$ cat src/rtl/wb_gpio_irq.sv
`default_nettype none
// ============================================================================
//  Module   : wb_gpio_irq
//  Purpose  : Wishbone classic GPIO slave with per-pin direction, input
//             synchroniser, rise/fall edge interrupts (W1C status) and
//             atomic set/clear aliases for the output register.
//  Revision : 1.0 - initial release
// ============================================================================
module wb_gpio_irq #(
  parameter int               WIDTH       = 16,
  parameter int               SYNC_STAGES = 2,
  parameter logic [WIDTH-1:0] OUT_RESET   = '0,
  parameter logic [WIDTH-1:0] DIR_RESET   = '0
) (
  input  logic             wb_clk_i,
  input  logic             wb_rst_i,
  input  logic [31:0]      wb_adr_i,
  input  logic [31:0]      wb_dat_i,
  input  logic [3:0]       wb_sel_i,
  input  logic             wb_we_i,
  input  logic             wb_cyc_i,
  input  logic             wb_stb_i,
  output logic [31:0]      wb_dat_o,
  output logic             wb_ack_o,
  input  logic [WIDTH-1:0] gpio_i,
  output logic [WIDTH-1:0] gpio_o,
  output logic [WIDTH-1:0] gpio_oe,
  output logic             irq_o
);

  localparam int CNT_W = $clog2(SYNC_STAGES + 2);

  localparam logic [2:0] ADDR_IN      = 3'd0;
  localparam logic [2:0] ADDR_OUT     = 3'd1;
  localparam logic [2:0] ADDR_DIR     = 3'd2;
  localparam logic [2:0] ADDR_RISE_EN = 3'd3;
  localparam logic [2:0] ADDR_FALL_EN = 3'd4;
  localparam logic [2:0] ADDR_STATUS  = 3'd5;
  localparam logic [2:0] ADDR_OUT_SET = 3'd6;
  localparam logic [2:0] ADDR_OUT_CLR = 3'd7;

  logic [WIDTH-1:0]                  data_out;
  logic [WIDTH-1:0]                  dir;
  logic [WIDTH-1:0]                  rise_en;
  logic [WIDTH-1:0]                  fall_en;
  logic [WIDTH-1:0]                  status;
  logic [WIDTH-1:0]                  prev;
  logic [SYNC_STAGES-1:0][WIDTH-1:0] sync_chain;
  logic [CNT_W-1:0]                  settle_cnt;

  logic [2:0]       addr;
  logic             access;
  logic             wr;
  logic [31:0]      sel_mask32;
  logic [WIDTH-1:0] wmask;
  logic [WIDTH-1:0] wbits;
  logic [WIDTH-1:0] sync_val;
  logic             settled;
  logic [WIDTH-1:0] rise;
  logic [WIDTH-1:0] fall;
  logic [WIDTH-1:0] w1c_mask;
  logic [WIDTH-1:0] status_next;
  logic [WIDTH-1:0] rd_val;
  logic [31:0]      rd_word;
  logic             unused_bus_bits;

  // A new access is accepted only when ack is low, so strobes held high
  // are acknowledged on alternate cycles.
  assign addr       = wb_adr_i[4:2];
  assign access     = wb_cyc_i & wb_stb_i & ~wb_ack_o;
  assign wr         = access & wb_we_i;
  assign sel_mask32 = {{8{wb_sel_i[3]}}, {8{wb_sel_i[2]}},
                       {8{wb_sel_i[1]}}, {8{wb_sel_i[0]}}};
  assign wmask      = sel_mask32[WIDTH-1:0];
  // Write data already qualified by the byte enables; bits >= WIDTH drop out.
  assign wbits      = wb_dat_i[WIDTH-1:0] & wmask;

  // Only address bits [4:2] and the low WIDTH data bits are meaningful.
  assign unused_bus_bits = ^{wb_adr_i, wb_dat_i, sel_mask32};

  assign sync_val = sync_chain[SYNC_STAGES-1];
  assign settled  = (settle_cnt == '0);
  assign rise     = sync_val & ~prev & rise_en & {WIDTH{settled}};
  assign fall     = ~sync_val & prev & fall_en & {WIDTH{settled}};
  assign w1c_mask = (wr && addr == ADDR_STATUS) ? wbits : '0;
  // Edges are OR-ed in after the clear so a same-cycle edge keeps its bit.
  assign status_next = (status & ~w1c_mask) | rise | fall;

  assign gpio_o  = data_out;
  assign gpio_oe = dir;

  // Read multiplexer; write-only aliases and unused addresses read zero.
  always_comb begin
    rd_val  = '0;
    rd_word = '0;
    case (addr)
      ADDR_IN:      rd_val = sync_val;
      ADDR_OUT:     rd_val = data_out;
      ADDR_DIR:     rd_val = dir;
      ADDR_RISE_EN: rd_val = rise_en;
      ADDR_FALL_EN: rd_val = fall_en;
      ADDR_STATUS:  rd_val = status;
      default:      rd_val = '0;
    endcase
    rd_word[WIDTH-1:0] = rd_val;
  end

  // Pad synchroniser, edge history and post-reset settle countdown.
  always_ff @(posedge wb_clk_i) begin
    if (wb_rst_i) begin
      sync_chain <= '0;
      prev       <= '0;
      settle_cnt <= CNT_W'(SYNC_STAGES + 1);
    end else begin
      sync_chain[0] <= gpio_i;
      for (int i = 1; i < SYNC_STAGES; i++) begin
        sync_chain[i] <= sync_chain[i-1];
      end
      prev <= sync_val;
      if (settle_cnt != '0) begin
        settle_cnt <= settle_cnt - 1'b1;
      end
    end
  end

  // Bus handshake, register writes, interrupt status and IRQ output.
  always_ff @(posedge wb_clk_i) begin
    if (wb_rst_i) begin
      data_out <= OUT_RESET;
      dir      <= DIR_RESET;
      rise_en  <= '0;
      fall_en  <= '0;
      status   <= '0;
      wb_ack_o <= 1'b0;
      wb_dat_o <= '0;
      irq_o    <= 1'b0;
    end else begin
      wb_ack_o <= access;
      wb_dat_o <= (access && !wb_we_i) ? rd_word : 32'd0;
      status   <= status_next;
      irq_o    <= |status_next;
      if (wr) begin
        case (addr)
          ADDR_OUT:     data_out <= (data_out & ~wmask) | wbits;
          ADDR_DIR:     dir      <= (dir & ~wmask) | wbits;
          ADDR_RISE_EN: rise_en  <= (rise_en & ~wmask) | wbits;
          ADDR_FALL_EN: fall_en  <= (fall_en & ~wmask) | wbits;
          ADDR_OUT_SET: data_out <= data_out | wbits;
          ADDR_OUT_CLR: data_out <= data_out & ~wbits;
          default: ;
        endcase
      end
    end
  end

endmodule
`default_nettype wire

$ cat config.mk
export PLATFORM = sky130hd
export DESIGN_NAME = wb_gpio_irq
export DESIGN_NICKNAME = d
export VERILOG_FILES = /design/src/rtl/wb_gpio_irq.sv
export SDC_FILE = /design/constraint.sdc
export NUM_CORES = 1
export LEC_CHECK = 0
export CAP_MARGIN = 20
export CORE_ASPECT_RATIO = 0.7
export CORE_MARGIN = 3
export CORE_UTILIZATION = 40
export DETAILED_ROUTE_END_ITERATION = 8
export PLACE_DENSITY = 0.74
export SLEW_MARGIN = 20
export SYNTH_ARGS = -nofsm -noshare
export SYNTH_HDL_FRONTEND = slang
export SYNTH_SLANG_ARGS = --single-unit
$ cat constraint.sdc
create_clock -name wb_clk_i -period 1.75 [get_ports wb_clk_i]
set_input_delay 0.4375 -clock wb_clk_i [delete_from_list [all_inputs] [get_ports wb_clk_i]]
set_output_delay 0.4375 -clock wb_clk_i [all_outputs]
set_load 0.1 [all_outputs]
After elaboration in Yosys (flattened, before gate mapping):

Index checks and enable logic that the tools add are counted.

* bitwise gates (word level): 30
* reduce and logical (&&, ||, !) cells: 13
* muxes and demuxes: 3
* $add $sub $neg: 1
* equal/unequal tests: 7

Operators by type and width (number)
* $and 16x16->16: 13
* $or 16x16->16: 7
* $pmux 16 s6: 1
* $not 16->16: 5
* $pmux 16 s3: 1
* $mux 16: 1
* $reduce_or 16->1: 1
* $eq 3x3->1 const B: 4
* $reduce_and 2->1: 4
* $eq 3x2->1 const B: 2
* $and 1x1->1: 3
* $eq 3x1->1 const B: 1
* $logic_not 3->1: 1
* $reduce_bool 3->1: 1
* $logic_and 1x1->1: 2
* $logic_not 2->1: 1
* $not 1->1: 2
* $reduce_bool 2->1: 1
* $reduce_or 2->1: 1
* $sub 2x1->2 const B: 1
* $logic_not 1->1: 1

* logic and storage cells: 67
* output and inout bits: 66
* bits in registers: 164
* input port bits: 89

Depth between registers and ports, before layout:

Gate-level depths: netlist of run 1.

* depth after elaboration: 10
* mapped depth: 7
* mapped depth without buffers: 5

Worst setup path after synthesis of run 1:

OpenSTA, ideal clock, no wires.

* kind: reg2reg
* start point: register wb_ack_o
* end point: register irq_o
* arrival time: 2081 ps
* library setup time: 125 ps
* data required time: 1625 ps
* buffers on the path: 1
* path slack: -456 ps
* cell stages (with the launch flop): 7
* period minus slack after synthesis: 2206 ps
* cells stage by stage: dfxtp_1 nand4b_1 clkbuf_1 o31a_1 a21oi_1 nand4_1 o41a_1

* cells in the longest elaborated chain, start to end: 10

Ends and longest elaborated chain
* start, declared: line 24 `output logic wb_ack_o,`
* start signal, assigned: line 138 `wb_ack_o <= access;`
* $not 1->1: line 70 `assign access = wb_cyc_i & wb_stb_i & ~wb_ack_o;`
* $and 1x1->1: line 70
* $and 1x1->1: line 71 `assign wr = access & wb_we_i;`
* $logic_and 1x1->1: line 85 `assign w1c_mask = (wr && addr == ADDR_STATUS) ? wbits : '0;`
* $mux 16: line 85
* $not 16->16: line 87 `assign status_next = (status & ~w1c_mask) | rise | fall;`
* $and 16x16->16: line 87
* $or 16x16->16 (2 in series): line 87
* $reduce_or 16->1: line 141 `irq_o <= |status_next;`
* end signal, assigned: line 141
* end, declared: line 28 `output logic irq_o`

Every way passes these cells.
A chain may end at the register's enable or synchronous reset.

Worst setup path in the final report of run 1:

Ends and elaborated chain as after synthesis.

==> results.toml, run 1 <==
[layout]
antenna_cells = 0
syn_to_final_growth_pct = 49.4
fill_cells = 1159
fin_nets = 907
drive_gt1_frac = 0.245

[placement]
portBuffers = 91
gp_congestion = 0.896
dpl.hpwl_um = 13300

[worst_setup_path]
worst-path-max-fanout = 5
crit_path_top_delay_cell = "o41a_1"
critical_path_class = "reg -> reg"
slowest_delay_ns = 0.38
r2r-start = "wb_ack_o"
start_kind = "flop"
end_kind = "flop"
crit_start = "wb_ack_o"
crit_path_cell_trace = "nand4b_1 > buf_6 > buf_6 > o31a_1 > a21oi_2 > nand4_1 > o41a_1"
cp.arrival_ns = 2.18
cp_common_cell = "buf_6"
critPathRequiredTime_ns = 2.05

[clock_network]
cts_tree = "yes"
numClockSinks = 148
path_clk_slew_ns = 0.06
clock_path_buffers = 2
insertion_delay_ns = 0.42
ctsHoldBuffers = 0
cts_made_buffers = 17
htree_num_levels = 4
cts-root-buf = "clkbuf_16"

[routing]
drtPass1Iterations = 5
vias_per_cell = 5.82
route.vias.total = 5917
finalWirelength_um = 20300
routedWlPerCell_um = 19.9
ant_nets = 0
remaining_drc_errors = 0
drt-initial-drc-count = 818

[outcome]
violations = "negative setup slack"
status = "complete, but fails checks"

[floorplan]
pin_count = 155
dieArea_mm2 = 0.0164
start_util = 0.417
core_area_mm2 = 0.0142
dieHeight_um = 108
rows = 36
die_x_um = 152

[timing]
period_minus_slack_ns = 1.88
final.setup.tns_ns = -0.673
hold_viol_final = 0
relSlewSlack = 0.607
skew_ns = 0.00696
setup_viol = 17
slew_viol_final = 0
timing.fmax_mhz = 532
worst_pin_slew_ns = 0.590
setup_slack_ns = -0.128
finalCritPeriodShare = 1.07
rsz0062_at_grt = "true"

[pwr]
finalPower_w = 0.00790
vdd_drop_max_uv = 590
power_density_mw_per_mm2 = 891
p_leak_nw = 3.20

[global_route]
grt_antenna_before_repair = 0
grt_pass1_wl_um = 31400
grt_usage = 0.251
grt_pass1_vias = 5652
overflow = 0
grt_start_max_net_pins = 130

[logic_synthesis]
syn_inst = 670
synth_edf_count = 0
syn_area_mm2 = 0.00594
synth_top_area_share = 0.499
synth-seq-cells = 148
ys_seq_area_frac = 0.499
yosysTopAreaCell = "dfxtp_1"
avgSynthCellArea_um2 = 8.86
synth_cell_type_count = 35
synth_warnings = 0
ys_top_cells_by_area = "dfxtp_1, a22oi_1, nand2_1, a21oi_1, nor2b_1"
synth_top_flop_cell = "dfxtp_1"
ys_async_sr_fraction = 0

[hold_path]
hold_start = "wb_rst_i"
hp-class = "in -> reg"

[job]
drv_cap = 0
==> logic make-up (layout without fill, tap and decap cells) <==
group,after synthesis,count (layout),share of synthesized area
other,1,16,0.000632
buffers and inverters,71,212,0.0622
adder cells (fa/ha/maj),1,1,0.00211
AO/OA/AOI/OAI,195,195,0.219
multiplexers,1,1,0.00190
XOR/XNOR,1,1,0.00148
flip-flops,148,148,0.499
AND/OR/NAND/NOR,252,253,0.214
==> final cells by class <==
class	count	area, um2	area share
clock inverter	9	104	0.0117
sequential	148	2970	0.335
tap	190	238	0.0268
timing repair buffer	178	2280	0.257
clock buffer	20	478	0.0539
inverter	5	18.8	0.00212
multi-input combinational	467	2780	0.314
==> what timing repair did <==
action,in CTS,in global routing
pin swaps,15,14
endpoints found under the setup margin,59,63
gates resized for setup,29,12
hold endpoints to repair,0,0
gates cloned,4,2
buffers inserted,31,2
==> cell usage after synthesis (2+ instances only) <==
library cell    n
and3b_1         2
buf_6           2
buf_4          19
nand4_1         4
dfxtp_1       148
buf_2          11
nor2_1         34
a21oi_1        62
a32oi_1        16
a31oi_1        16
o21ai_0        16
o211ai_1       16
inv_1           5
nand2_1        89
a22oi_1        48
nor3b_2         3
nor2b_1        48
clkbuf_2        2
clkbuf_1       31
nand3_1        48
a21oi_2         4
o31a_1         16
nand3b_1       17
nor3_1          2
==> critical path: cells and delay by family (launching register included) <==
family,cells,cell delay (ns)
compound gates,3,0.85
buf+inv,2,0.29
flops,1,0.34
simple gates,2,0.29
==> per-layer routing <==
metal | vias to the layer above | part of all wire | track usage
met3 | 51 | 0.13 | 0.0694
met1 | 2774 | 0.43 | 0.362
met2 | 426 | 0.42 | 0.357
li1 | 2666 | - | -
met4 | 0 | 0.022 | 0.0904
met5 | - | 0 | 0
==> cells in the final DEF, fill, tap and decap left out, types with 17 or more instances in the layout <==
cell and n:
dfxtp_1 147, buf_4 62, a21oi_1 48, nand2_1 83, clkbuf_16 19, a22oi_1 48, a21oi_2 17, nor2_1 31
nor2b_1 48, nand3b_1 17, clkdlybuf4s50_1 33, buf_12 64, nand3_1 48
==> path summary, 6_finish.rpt <==
kind / endpoint / slack (ns) / cells past startpoint
setup reg to reg: irq_o / -0.13 / 7
hold reg to reg: sync_val[15] / 0.44 / 1
hold / removal: wb_ack_o / 0.22 / 2
setup / recovery: irq_o / -0.13 / 7
==> per-stage QoR <==
| stage | setup slack [ns] | area (um2) | hold WS, ns | cells | utilization |
|---|---|---|---|---|---|
| final | -0.128 | 8870 | 0.225 | 1017 | 0.623 |
| after global routing | -0.183 | 8870 | 0.222 | 1017 | 0.623 |
| after CTS | -0.0868 | 8880 | 0.217 | 1025 | 0.624 |
| after detailed placement | -0.662 | 7960 | 0.425 | 961 | 0.559 |
| after global placement | -0.661 | 7960 | 0.426 | 961 | 0.559 |
| after floorplan | -0.103 | 6030 | 0.414 | 685 | - |
==> report_power, final <==
part           switching, W  internal (W)  leakage [nW]
Clock               0.00139       0.00223         0.285
Combinational      0.000521      0.000291          1.72
Sequential        0.0000414       0.00343          1.20
Total               0.00195       0.00595          3.20
No activity file was read; power rests on OpenSTA's default activity.
==> run 2: changes to the inputs <==
CAP_MARGIN = not set   (was 20)
MAX_ROUTING_LAYER = met4   (was not set)
==> run 2 against run 1 <==
The flow still finishes with violations (negative setup slack). Flip-flop and latch count unchanged. Cell area about the same. Via count down 2.8%. Core utilization about the same. Critical path depth unchanged. Largest cell class unchanged.
==> results.toml, run 2 (synthesis results as in run 1) <==
[timing]
final.setup.tns_ns = -0.709
relSlewSlack = 0.592
finalCritPeriodShare = 1.10
period_minus_slack_ns = 1.93
timing.fmax_mhz = 518
setup_viol = 16
worst_pin_slew_ns = 0.612
setup_slack_ns = -0.182
hold_viol_final = 0
rsz0062_at_grt = "true"
slew_viol_final = 0
skew_ns = 0.00620

[routing]
finalWirelength_um = 19800
drtPass1Iterations = 6
ant_nets = 0
drt-initial-drc-count = 645
route.vias.total = 5754
remaining_drc_errors = 0
routedWlPerCell_um = 19.6
vias_per_cell = 5.70

[placement]
portBuffers = 91
place_ws_ns = -0.637
gp_congestion = 0.899
place_inst = 962
dpl.hpwl_um = 13300

[worst_setup_path]
critical_path_class = "reg -> reg"
end_kind = "flop"
start_kind = "flop"
critPathRequiredTime_ns = 2.05
r2r-start = "wb_ack_o"
worst-path-max-fanout = 5
r2r_cells = 7
regToRegSetupSlack_ns = -0.18
rr_endpoint = "irq_o"
cp.arrival_ns = 2.23

[global_route]
grt_antenna_before_repair = 0
grt_pass1_wl_um = 30200
grt_use_met1 = 0.357
met2_usage = 0.340
overflow = 0
grt_usage = 0.247
busiest_layer = "met1"
grt_start_max_net_pins = 130
grt_pass1_vias = 5465
use_met3 = 0.0758

[layout]
fin_nets = 899
final_common_cell = "dfxtp_1"
drive_gt1_frac = 0.244
fill_cells = 1159
final_cells = 1010
syn_to_final_growth_pct = 49.4
antenna_cells = 0
final_cell_mix = "dfxtp_1, nand2_1, buf_12, buf_4"

[clock_network]
insertion_delay_ns = 0.42
cts_tree = "yes"
cts_made_buffers = 17
clock_path_buffers = 2
cts-root-buf = "clkbuf_16"
path_clk_slew_ns = 0.06
htree_num_levels = 4
numClockSinks = 148

[floorplan]
dieArea_mm2 = 0.0164
core_area_mm2 = 0.0142
die_x_um = 152
start_util = 0.417
dieHeight_um = 108
rows = 36
pin_count = 155

[hold_path]
min_path_cells = 2
hold_start = "wb_rst_i"
hp-class = "in -> reg"
worstHoldEndpoint = "wb_ack_o"

[outcome]
status = "complete, but fails checks"
violations = "negative setup slack"

[job]
drv_cap = 0

[pwr]
p_leak_nw = 3.21
power_density_mw_per_mm2 = 886
vdd_drop_max_uv = 491
## run 2: cell count changes in the layout (fill, tap and decap cells not counted), moves of 3 or more
cell           change
nand2_2            -4
dlygate4sd2_1      -3
buf_8              +5
a21oi_2            +5
a21oi_1            -5
buf_4             -11
## run 2: layout make-up
type,count,area [um2],area share
Clock buffer,21,470,0.0530
Tap cell,190,238,0.0268
Timing Repair Buffer,170,2270,0.256
Inverter,5,18.8,0.00212
Sequential cell,148,2970,0.335
Multi-Input combinational cell,467,2810,0.316
Clock inverter,9,104,0.0117
## run 2: layer usage
layer	vias up	share of wire
met1	2696	0.44
met5	-	0
li1	2647	-
met2	387	0.42
met4	0	0.0097
met3	24	0.13
## run 2: power breakdown
group | total, W | internal (W) | switching, W
clock | 0.00357 | 0.00219 | 0.00138
sequential | 0.00347 | 0.00343 | 0.0000410
combinational | 0.000818 | 0.000294 | 0.000524
## run 2: how the worst max path moves through the flow
stage                         from     to  slack (ns)
after floorplan           wb_ack_o  irq_o       -0.10
after global placement    wb_cyc_i  irq_o       -0.57
after detailed placement   wb_we_i  irq_o       -0.64
after CTS                 wb_ack_o  irq_o       -0.13
after global routing      wb_ack_o  irq_o       -0.22
final                     wb_ack_o  irq_o       -0.18
## run 2: critical path, stage by stage, from the launching register on
cell,delay (ns)
dfxtp_4,0.34
nand4b_1,0.18
buf_6,0.17
buf_8,0.13
o31a_1,0.24
a21oi_2,0.16
nand4_1,0.15
o41a_1,0.43
## run 2: timing repair
item                                    4_1_cts  5_1_grt
pin swaps                                    16        3
endpoints found under the setup margin       55       62
buffers inserted                             14        2
gates cloned                                  3        1
resized for setup                            27       28
hold buffers                                  0        0
## run 2: through the flow
stage / total power [W] / area (um2) / hold WS (ns) / util
floorplan: 0.00399 / 6030 / 0.414 / -
global placement: 0.00428 / 7950 / 0.422 / 0.559
detailed placement: 0.00430 / 7950 / 0.424 / 0.559
CTS: 0.00787 / 8750 / 0.213 / 0.615
global route: 0.00808 / 8870 / 0.216 / 0.623
finish: 0.00786 / 8870 / 0.226 / 0.623
